`config.mk`:
```
export PLATFORM = sky130hd
export DESIGN_NAME = fb_rect_writer
export DESIGN_NICKNAME = d
export VERILOG_FILES = /design/src/rtl/fb_pkg.sv /design/src/rtl/fb_rect_clip.sv /design/src/rtl/fb_rect_writer.sv
export SDC_FILE = /design/constraint.sdc
export NUM_CORES = 1
export LEC_CHECK = 0
export BUFFER_PORTS_ARGS = -buffer_cell sky130_fd_sc_hd__buf_2
export CAP_MARGIN = 10
export CORE_MARGIN = 1
export CORE_UTILIZATION = 36
export CTS_CLUSTER_SIZE = 14
export DETAILED_ROUTE_END_ITERATION = 10
export PLACE_DENSITY = 0.62
export SYNTH_ARGS = -nofsm -noshare
export SYNTH_HDL_FRONTEND = slang
export SYNTH_SLANG_ARGS = --single-unit
```
`constraint.sdc`:
```
create_clock -name axi_aclk -period 4.3 [get_ports axi_aclk]
set_input_delay 0.215 -clock axi_aclk [delete_from_list [all_inputs] [get_ports axi_aclk]]
set_output_delay 0.215 -clock axi_aclk [all_outputs]
set_load 0.03 [all_outputs]
```
`src/rtl/fb_pkg.sv`:
```
// Shared frame-buffer geometry, writer FSM states and the rectangle command record.
package fb_pkg;

  localparam int unsigned GAME_WIDTH  = 320;
  localparam int unsigned GAME_HEIGHT = 480;
  localparam int unsigned H_START     = 160;
  localparam int unsigned PIXEL_W     = 4;
  localparam int unsigned FB_ADDR_W   = 18;
  localparam int unsigned COORD_W     = 9;

  typedef enum logic [1:0] {
    IDLE  = 2'd0,
    CLIP  = 2'd1,
    WRITE = 2'd2,
    DONE  = 2'd3
  } fb_wr_state_t;

  typedef struct packed {
    logic [COORD_W-1:0] x;
    logic [COORD_W-1:0] y;
    logic [COORD_W-1:0] w;
    logic [COORD_W-1:0] h;
    logic [PIXEL_W-1:0] color;
  } fb_rect_cmd_t;

endpackage

```
`src/rtl/fb_rect_clip.sv`:
```
// Combinational clipper: trims a rectangle to the game frame and yields its
// first-row base address; is_null flags rectangles with nothing to draw.
module fb_rect_clip
  import fb_pkg::*;
(
  input  logic [COORD_W-1:0]   x,
  input  logic [COORD_W-1:0]   y,
  input  logic [COORD_W-1:0]   w,
  input  logic [COORD_W-1:0]   h,
  output logic [COORD_W-1:0]   w_eff,
  output logic [COORD_W-1:0]   h_eff,
  output logic [FB_ADDR_W-1:0] row_base,
  output logic                 is_null
);

  localparam logic [COORD_W-1:0] W_LIM = COORD_W'(GAME_WIDTH);
  localparam logic [COORD_W-1:0] H_LIM = COORD_W'(GAME_HEIGHT);

  logic [COORD_W-1:0]   w_room;
  logic [COORD_W-1:0]   h_room;
  logic [FB_ADDR_W-1:0] x_ext;
  logic [FB_ADDR_W-1:0] y_ext;

  always_comb begin
    is_null  = (x >= W_LIM) || (y >= H_LIM) || (w == '0) || (h == '0);
    w_room   = '0;
    h_room   = '0;
    w_eff    = '0;
    h_eff    = '0;
    x_ext    = FB_ADDR_W'(x);
    y_ext    = FB_ADDR_W'(y);
    // Subtractions only once x/y are known in range, so they never wrap.
    if (!is_null) begin
      w_room = W_LIM - x;
      h_room = H_LIM - y;
      w_eff  = (w < w_room) ? w : w_room;
      h_eff  = (h < h_room) ? h : h_room;
    end
    // y*320 + x without a multiplier.
    row_base = (y_ext << 8) + (y_ext << 6) + x_ext;
  end

endmodule

```
`src/rtl/fb_rect_writer.sv`:
```
// Rectangle fill engine: accepts a command, clips it to the frame and streams
// one write per clock into frame-buffer port A in row-major order.
module fb_rect_writer
  import fb_pkg::*;
(
  input  logic                 axi_aclk,
  input  logic                 axi_aresetn,
  input  logic                 cmd_valid,
  output logic                 cmd_ready,
  input  logic [COORD_W-1:0]   cmd_x,
  input  logic [COORD_W-1:0]   cmd_y,
  input  logic [COORD_W-1:0]   cmd_w,
  input  logic [COORD_W-1:0]   cmd_h,
  input  logic [PIXEL_W-1:0]   cmd_color,
  input  logic                 abort,
  output logic [FB_ADDR_W-1:0] FB_Addra,
  output logic [PIXEL_W-1:0]   FB_dina,
  output logic                 FB_ENA,
  output logic                 FB_WEA,
  output logic                 busy,
  output logic                 done
);

  localparam logic [FB_ADDR_W-1:0] ROW_STRIDE = FB_ADDR_W'(GAME_WIDTH);

  fb_wr_state_t         state_q, state_d;
  fb_rect_cmd_t         cmd_q, cmd_d;
  logic [COORD_W-1:0]   w_eff_q, w_eff_d;
  logic [COORD_W-1:0]   h_eff_q, h_eff_d;
  logic [COORD_W-1:0]   col_q, col_d;
  logic [COORD_W-1:0]   row_q, row_d;
  logic [FB_ADDR_W-1:0] row_base_q, row_base_d;

  logic [COORD_W-1:0]   clip_w;
  logic [COORD_W-1:0]   clip_h;
  logic [FB_ADDR_W-1:0] clip_base;
  logic                 clip_null;
  logic                 last_col;
  logic                 last_row;

  fb_rect_clip u_clip (
    .x        (cmd_q.x),
    .y        (cmd_q.y),
    .w        (cmd_q.w),
    .h        (cmd_q.h),
    .w_eff    (clip_w),
    .h_eff    (clip_h),
    .row_base (clip_base),
    .is_null  (clip_null)
  );

  // Outputs decode straight from state so an async reset kills FB_WEA at once.
  assign cmd_ready = (state_q == IDLE) && axi_aresetn;
  assign busy      = (state_q != IDLE);
  assign done      = (state_q == DONE);
  assign FB_ENA    = (state_q == WRITE);
  assign FB_WEA    = FB_ENA;
  assign FB_Addra  = row_base_q + FB_ADDR_W'(col_q);
  assign FB_dina   = cmd_q.color;

  assign last_col  = (col_q == w_eff_q - COORD_W'(1));
  assign last_row  = (row_q == h_eff_q - COORD_W'(1));

  always_comb begin
    state_d    = state_q;
    cmd_d      = cmd_q;
    w_eff_d    = w_eff_q;
    h_eff_d    = h_eff_q;
    col_d      = col_q;
    row_d      = row_q;
    row_base_d = row_base_q;
    case (state_q)
      IDLE: begin
        if (cmd_valid && cmd_ready) begin
          cmd_d.x     = cmd_x;
          cmd_d.y     = cmd_y;
          cmd_d.w     = cmd_w;
          cmd_d.h     = cmd_h;
          cmd_d.color = cmd_color;
          state_d     = CLIP;
        end
      end
      CLIP: begin
        if (clip_null) begin
          state_d = DONE;
        end else begin
          w_eff_d    = clip_w;
          h_eff_d    = clip_h;
          row_base_d = clip_base;
          col_d      = '0;
          row_d      = '0;
          state_d    = WRITE;
        end
      end
      WRITE: begin
        // The strobe shown this cycle always lands; abort only stops the next one.
        if (abort || (last_col && last_row)) begin
          state_d = DONE;
        end else if (last_col) begin
          col_d      = '0;
          row_d      = row_q + COORD_W'(1);
          row_base_d = row_base_q + ROW_STRIDE;
        end else begin
          col_d = col_q + COORD_W'(1);
        end
      end
      DONE:    state_d = IDLE;
      default: state_d = IDLE;
    endcase
  end

  always_ff @(posedge axi_aclk or negedge axi_aresetn) begin
    if (!axi_aresetn) begin
      state_q    <= IDLE;
      cmd_q      <= '0;
      w_eff_q    <= '0;
      h_eff_q    <= '0;
      col_q      <= '0;
      row_q      <= '0;
      row_base_q <= '0;
    end else begin
      state_q    <= state_d;
      cmd_q      <= cmd_d;
      w_eff_q    <= w_eff_d;
      h_eff_q    <= h_eff_d;
      col_q      <= col_d;
      row_q      <= row_d;
      row_base_q <= row_base_d;
    end
  end

endmodule
```
### Word-level counts from Yosys, hierarchy flattened

Index checks and enable logic that the tools add are counted.

| storage, ports and cells | value |
|---|---|
| register bits after elaboration | 96 |
| input port bits | 44 |
| output and inout port bits | 27 |
| logic and storage cells | 70 |

| operators by class | value |
|---|---|
| $add $sub $neg | 10 |
| $lt $le $gt $ge | 4 |
| equality and inequality tests | 10 |
| mux-type cells | 17 |
| bitwise gates (word level) | 1 |
| reductions and logical operators | 17 |

Operators by type and width:

| operator | count |
|---|---|
| two-way mux 9 bit | 7 |
| two-way mux 18 bit | 3 |
| adder 18 x 9 -> 18 bit | 2 |
| case mux 18 bit (2 select lines) | 1 |
| case mux 9 bit (2 select lines) | 2 |
| adder 17 x 15 -> 18 bit | 1 |
| adder 18 x 9 -> 18 bit, second input constant | 1 |
| adder 9 x 1 -> 9 bit, second input constant | 2 |
| == test 9 bit | 2 |
| greater-or-equal comparator 9 bit, second input constant | 2 |
| logical NOT 9 bit | 2 |
| less-than comparator 9 bit | 2 |
| subtractor 9 x 1 -> 9 bit, second input constant | 2 |
| subtractor 9 bit, first input constant | 2 |
| case mux 2 bit (4 select lines) | 1 |
| inequality test 2 x 1 -> 1 bit, second input constant | 3 |
| AND reduction 2 bit | 3 |
| == test 2 bit, second input constant | 2 |
| logical OR 1 bit | 4 |
| two-way mux 2 bit | 2 |
| inequality test 2 bit, second input constant | 2 |
| AND reduction 4 bit | 1 |
| nonzero test 2 bit | 2 |
| logical AND 1 bit | 3 |
| other kinds (5) | 5 |

### Longest topological paths before layout

| depth | value |
|---|---|
| word-level depth | 6 |
| depth in mapped cells | 13 |
| gate-level depth less buffers | 11 |

### Hierarchy

A second synthesis with hierarchy kept.

| unflattened totals | value |
|---|---|
| cells, all modules | 768 |
| area total of the unflattened synthesis | 7265.7 um^2 |

Modules (own cells, without submodules):

| module | instances | cells each | area each (um^2) | sequential area each (um^2) |
|---|---|---|---|---|
| fb_rect_writer | 1 | 537 | 5639.2 | 2402.3 |
| fb_rect_clip | 1 | 231 | 1626.6 | 0.0 |

### Worst setup path before layout

Ideal clock, no wire load.

| timing path | value |
|---|---|
| path type | register -> register |
| start point | register w_eff_q[0] |
| end point | register row_q[1] |
| setup time | 121 ps |
| data arrival time | 3015 ps |
| data required time | 4179 ps |
| path slack | 1164 ps |
| stages on the path, launching flop included | 12 |
| buffers on the path | 1 |
| clock period less this slack | 3136 ps |
| path through | dfrtp_1 > inv_1 > ha_1 > or3b_4 > or4_4 > a211oi_2 > o2111ai_1 > or2_1 > buf_6 > nor3_1 > mux2_2 > a22o_1 |

| between the ends | value |
|---|---|
| word-level cells in the longest chain between the ends | 6 |
| elaborated cells between the ends (all ways) | 7 |
| classes of those cells | add/sub (1); eq/ne (3); reduce/logical (3) |

RTL lines:

| what | line | text |
|---|---|---|
| from (decl) | fb_rect_writer.sv:28 | `logic [COORD_W-1:0] w_eff_q, w_eff_d;` |
| from (signal assigned) | fb_rect_writer.sv:124 | `w_eff_q <= w_eff_d;` |
| subtractor 9 x 1 -> 9 bit (*) | fb_rect_writer.sv:61 | `assign last_col = (col_q == w_eff_q - COORD_W'(1));` |
| == test 9 bit (*) | fb_rect_writer.sv:61 |  |
| logical AND 1 bit | fb_rect_writer.sv:97 | `if (abort \|\| (last_col && last_row)) begin` |
| logical OR 1 bit | fb_rect_writer.sv:97 |  |
| inequality test 2 bit (no line) | n/a |  |
| AND reduction 4 bit (no line) (*) | n/a |  |
| to (signal assigned) | fb_rect_writer.sv:127 | `row_q <= row_d;` |
| to (decl) | fb_rect_writer.sv:31 | `logic [COORD_W-1:0] row_q, row_d;` |

Mark *: on every way between the ends. The rest lies on a longest branch, timed or not.
A chain may end at the register's enable or synchronous reset.

### Worst setup path after layout

| timing path | value |
|---|---|
| start point | register w_eff_q[0] |
| end point | register row_base_q[16] |

| between the ends | value |
|---|---|
| word-level cells in the longest chain between the ends | 6 |
| elaborated cells between the ends (all ways) | 7 |
| classes of those cells | add/sub (1); eq/ne (3); reduce/logical (3) |

RTL lines:

| what | line | text |
|---|---|---|
| subtractor 9 x 1 -> 9 bit (*) | fb_rect_writer.sv:61 |  |
| == test 9 bit (*) | fb_rect_writer.sv:61 |  |
| logical AND 1 bit | fb_rect_writer.sv:97 |  |
| logical OR 1 bit | fb_rect_writer.sv:97 |  |
| inequality test 2 bit (no line) | n/a |  |
| AND reduction 4 bit (no line) (*) | n/a |  |
| to (signal assigned) | fb_rect_writer.sv:128 | `row_base_q <= row_base_d;` |
| to (decl) | fb_rect_writer.sv:32 | `logic [FB_ADDR_W-1:0] row_base_q, row_base_d;` |

Marked as above.

==> results.toml <==
[timing]
highest_attainable_clock_frequency_ghz = 0.280
setup_repair_after_global_routing_missed_its_margin = "no"
timing_hold_violations_final = 0
finalCritPeriodShare_pct = 83.1
skew_ns = 0.0139
report.final.slew_viol_count = 0
finalSetupTns_ns = 0
final-setup-viol-count = 0
timing.slew.headroom_pct = 42.9
layout_min_cycle_time_ns = 3.57
worst_slew_pin_slew_ns = 0.857

[clock_network]
htree_num_levels = 3
postCtsResizedCells = 0
clkTransAtPathRegs_ns = 0.07
cts_made_buffers = 9
skew_pair_late_insertion_delay_ns = 0.36
tritoncts = "done"
cts.root.buffer_cell = "sky130_fd_sc_hd__clkbuf_16"
cts_setup_buffers = 0
holdBufCountCts = 1
cts_num_sinks = 96
cts-root-to-sink-buffers = 2

[synthesis]
post_synth.cell_area_avg_um2 = 9.59
synth.area.top_cells = "sky130_fd_sc_hd__dfrtp_1 (35%), sky130_fd_sc_hd__mux2_2 (10%), sky130_fd_sc_hd__ha_1 (9.9%), sky130_fd_sc_hd__xnor2_1 (3.8%), sky130_fd_sc_hd__mux2i_1 (3.5%)"
async_flop_share_pct = 100
synth.lib_cells_used.distinct = 68
synth-seq-area-share_pct = 35.0
synth.top_cell.area_share_pct = 35.0
number_of_warnings_printed_during_yosys_synthesis = 0
synth_enable_flop_cells = 0
ys_dominant_reg_cell = "sky130_fd_sc_hd__dfrtp_1"
synth_top_cell_by_area = "sky130_fd_sc_hd__dfrtp_1"
synth.ff_latch_count = 96
synthesis.area_mm2 = 0.00686
synth_nets = 816
synthCells = 715

[place]
port_buffers = 70
placed_cells = 998
detailedPlacementHpwl_um = 11600
gp_routability_congestion = 0.842

[global_route]
globalRouteTotalUtil_pct = 16.2
grt_antenna_before_repair = 0
grt_start_max_net_pins = 68
vias_in_the_first_global_route = 5027
grt_pass1_wl_um = 25500
sum_of_overflow_across_all_layers_after_global_routing = 0

[min_path]
cell_depth_of_the_worst_min_delay_path = 2
hold_path.startpoint = "cmd_w[5]"
hold_path.class = "primary input to flop"
worst_hold_path.endpoint = "cmd_q[18]"

[floorplanning]
row_count = 50
initial_utilization_pct = 36.6
io_pins = 71
die_h_um = 140
x_dimension_of_the_die_um = 140
die-area_mm2 = 0.0196
fp.coreArea_mm2 = 0.0187

[outcome]
run_status = "finished, final reports clean"

[final_layout]
antennaDiodeCount = 0
fin_nets = 877
layout-area-overhead-vs-synth_pct = 12.7
fraction_of_final_layout_cells_with_drive_strength_greater_than_1_pct = 21.3
final_cells = 1015

[worst_setup_path]
crit_fanout = 17
startpoint_type = "flop"
reg2reg_from = "w_eff_q[0]"
setup_slack_of_the_worst_register_to_register_path_ns = 0.73
arrival_ns = 3.83
worst_setup_path_class = "flop to flop"
endpoint_kind = "flop"
critical_path_required_ns = 4.56
crit-reg2reg-capture = "row_base_q[16]"
crit_start = "w_eff_q[0]"
depth_of_the_most_critical_reg_to_reg_path = 11

[routing]
postRouteAntennaNets = 0
detail_route.wl_per_cell_um = 15.0
wl_um = 15300
vias = 5381
vias_per_cell = 5.30
post-route-drc-count = 0
first_iter_violations = 299
dr.pass1.iters = 4

[run]
max_cap_violations = 0

[pwr]
vdd_drop_max_mv = 0.342
p_leak_nw = 3.61
power.density_mw_per_mm2 = 870
-- worst max-delay path by stage --
stage | cells after the start | slack [ns] | end
after CTS | 11 | 0.71 | row_base_q[16]
after global routing | 11 | 0.53 | row_base_q[16]
after detailed placement | 11 | 0.74 | row_base_q[16]
after global placement | 11 | 0.79 | row_base_q[16]
after floorplan | 11 | 1.16 | row_q[1]
final | 11 | 0.73 | row_base_q[16]
-- placed cells by master, fill, tap and decap left out, types with 10 or more instances in the layout --
cell type,netlist,layout
sky130_fd_sc_hd__mux2_2,61,61
sky130_fd_sc_hd__buf_2,2,69
sky130_fd_sc_hd__a21o_1,10,10
sky130_fd_sc_hd__buf_4,6,10
sky130_fd_sc_hd__nand3_1,16,16
sky130_fd_sc_hd__nand2b_1,12,12
sky130_fd_sc_hd__nor2_1,40,40
sky130_fd_sc_hd__nor3_1,20,20
sky130_fd_sc_hd__mux2i_1,24,24
sky130_fd_sc_hd__a21oi_1,35,35
sky130_fd_sc_hd__inv_1,46,46
sky130_fd_sc_hd__nand2_1,51,50
sky130_fd_sc_hd__xnor2_1,30,30
sky130_fd_sc_hd__ha_1,54,54
sky130_fd_sc_hd__o21ai_0,38,38
sky130_fd_sc_hd__nand4_1,10,10
sky130_fd_sc_hd__dfrtp_1,96,96
sky130_fd_sc_hd__xor2_1,23,23
-- final cells by class --
type | count | area, um2
clock buffers | 12 | 256
clock inverters | 4 | 33.8
fillers | 1829 | 11000
inverters | 46 | 173
multi-input cells | 543 | 4140
flip-flops and latches | 96 | 2400
well taps | 234 | 293
repair buffers | 80 | 430
-- routing by layer --
metal / GRT usage [%] / vias to the layer above / routed length (um)
met5: 0 / - / 0
met4: 5.21 / 0 / 163
met3: 2.22 / 10 / 689
met2: 23.0 / 117 / 6270
met1: 24.9 / 2554 / 8140
li1: - / 2700 / -
-- power by group --
group	leakage [nW]	switching [mW]	internal (mW)	total (mW)
Sequential	1.18	0.526	1.30	1.82
Clock	0.140	0.374	0.431	0.805
Combinational	2.28	2.28	1.82	4.09
Total	3.61	3.18	3.54	6.72
-- state kept, by name, summed over array words and instances (netlist names) --
| name | flops |
|---|---|
| cmd_q | 36 |
| row_base_q | 18 |
| col_q | 9 |
| h_eff_q | 9 |
| row_q | 9 |
| w_eff_q | 9 |
| FB_dina | 4 |
| state_q | 2 |
-- critical path, cell delays in order (launching register included) --
cell and delay [ns]:
sky130_fd_sc_hd__dfrtp_1 0.43, sky130_fd_sc_hd__inv_1 0.07, sky130_fd_sc_hd__ha_1 0.18, sky130_fd_sc_hd__or3b_4 0.41, sky130_fd_sc_hd__or4_4 0.49, sky130_fd_sc_hd__a211oi_2 0.22
sky130_fd_sc_hd__o2111ai_1 0.18, sky130_fd_sc_hd__o31ai_1 0.43, sky130_fd_sc_hd__and2_1 0.53, sky130_fd_sc_hd__buf_4 0.28, sky130_fd_sc_hd__a21oi_1 0.08, sky130_fd_sc_hd__a311oi_1 0.18
-- cells in the mapped netlist, drive strengths merged (5+ instances only) --
cell,instances
nor4,8
and3,8
xnor2,30
inv,46
dfrtp,96
nand4,10
a31oi,7
or2,5
ha,54
mux2i,24
nor2,40
nor2b,8
nand2,51
a211oi,6
a21o,10
o21ai,38
nand3,16
o31ai,6
buf,16
or3,5
clkbuf,14
mux2,61
a21oi,35
nor3,20
xor2,23
nand2b,12
-- through the flow --
step | instance area [um2] | total power, mW | util, % | setup slack, ns | hold WS (ns)
6_report | 7730 | 6.72 | 41.3 | 0.729 | 0.0849
3_3_place_gp | 7430 | 5.86 | 39.7 | 0.790 | 0.173
3_5_place_dp | 7430 | 5.92 | 39.7 | 0.740 | 0.170
4_1_cts | 7730 | 6.74 | 41.3 | 0.715 | 0.0772
5_1_grt | 7730 | 7.32 | 41.3 | 0.526 | 0.0814
2_1_floorplan | 6860 | 4.93 | - | 1.16 | -0.0806
-- logic make-up after synthesis --
family                   share of synthesized area [%]
buffers and inverters                             4.64
AND/OR/NAND/NOR                                   15.0
flip-flops                                        35.0
multiplexers                                      13.5
adder cells (fa/ha/maj)                           10.7
AO/OA/AOI/OAI                                     14.3
XOR/XNOR                                          6.77
Note: power is estimated with default switching activity, not from simulation.
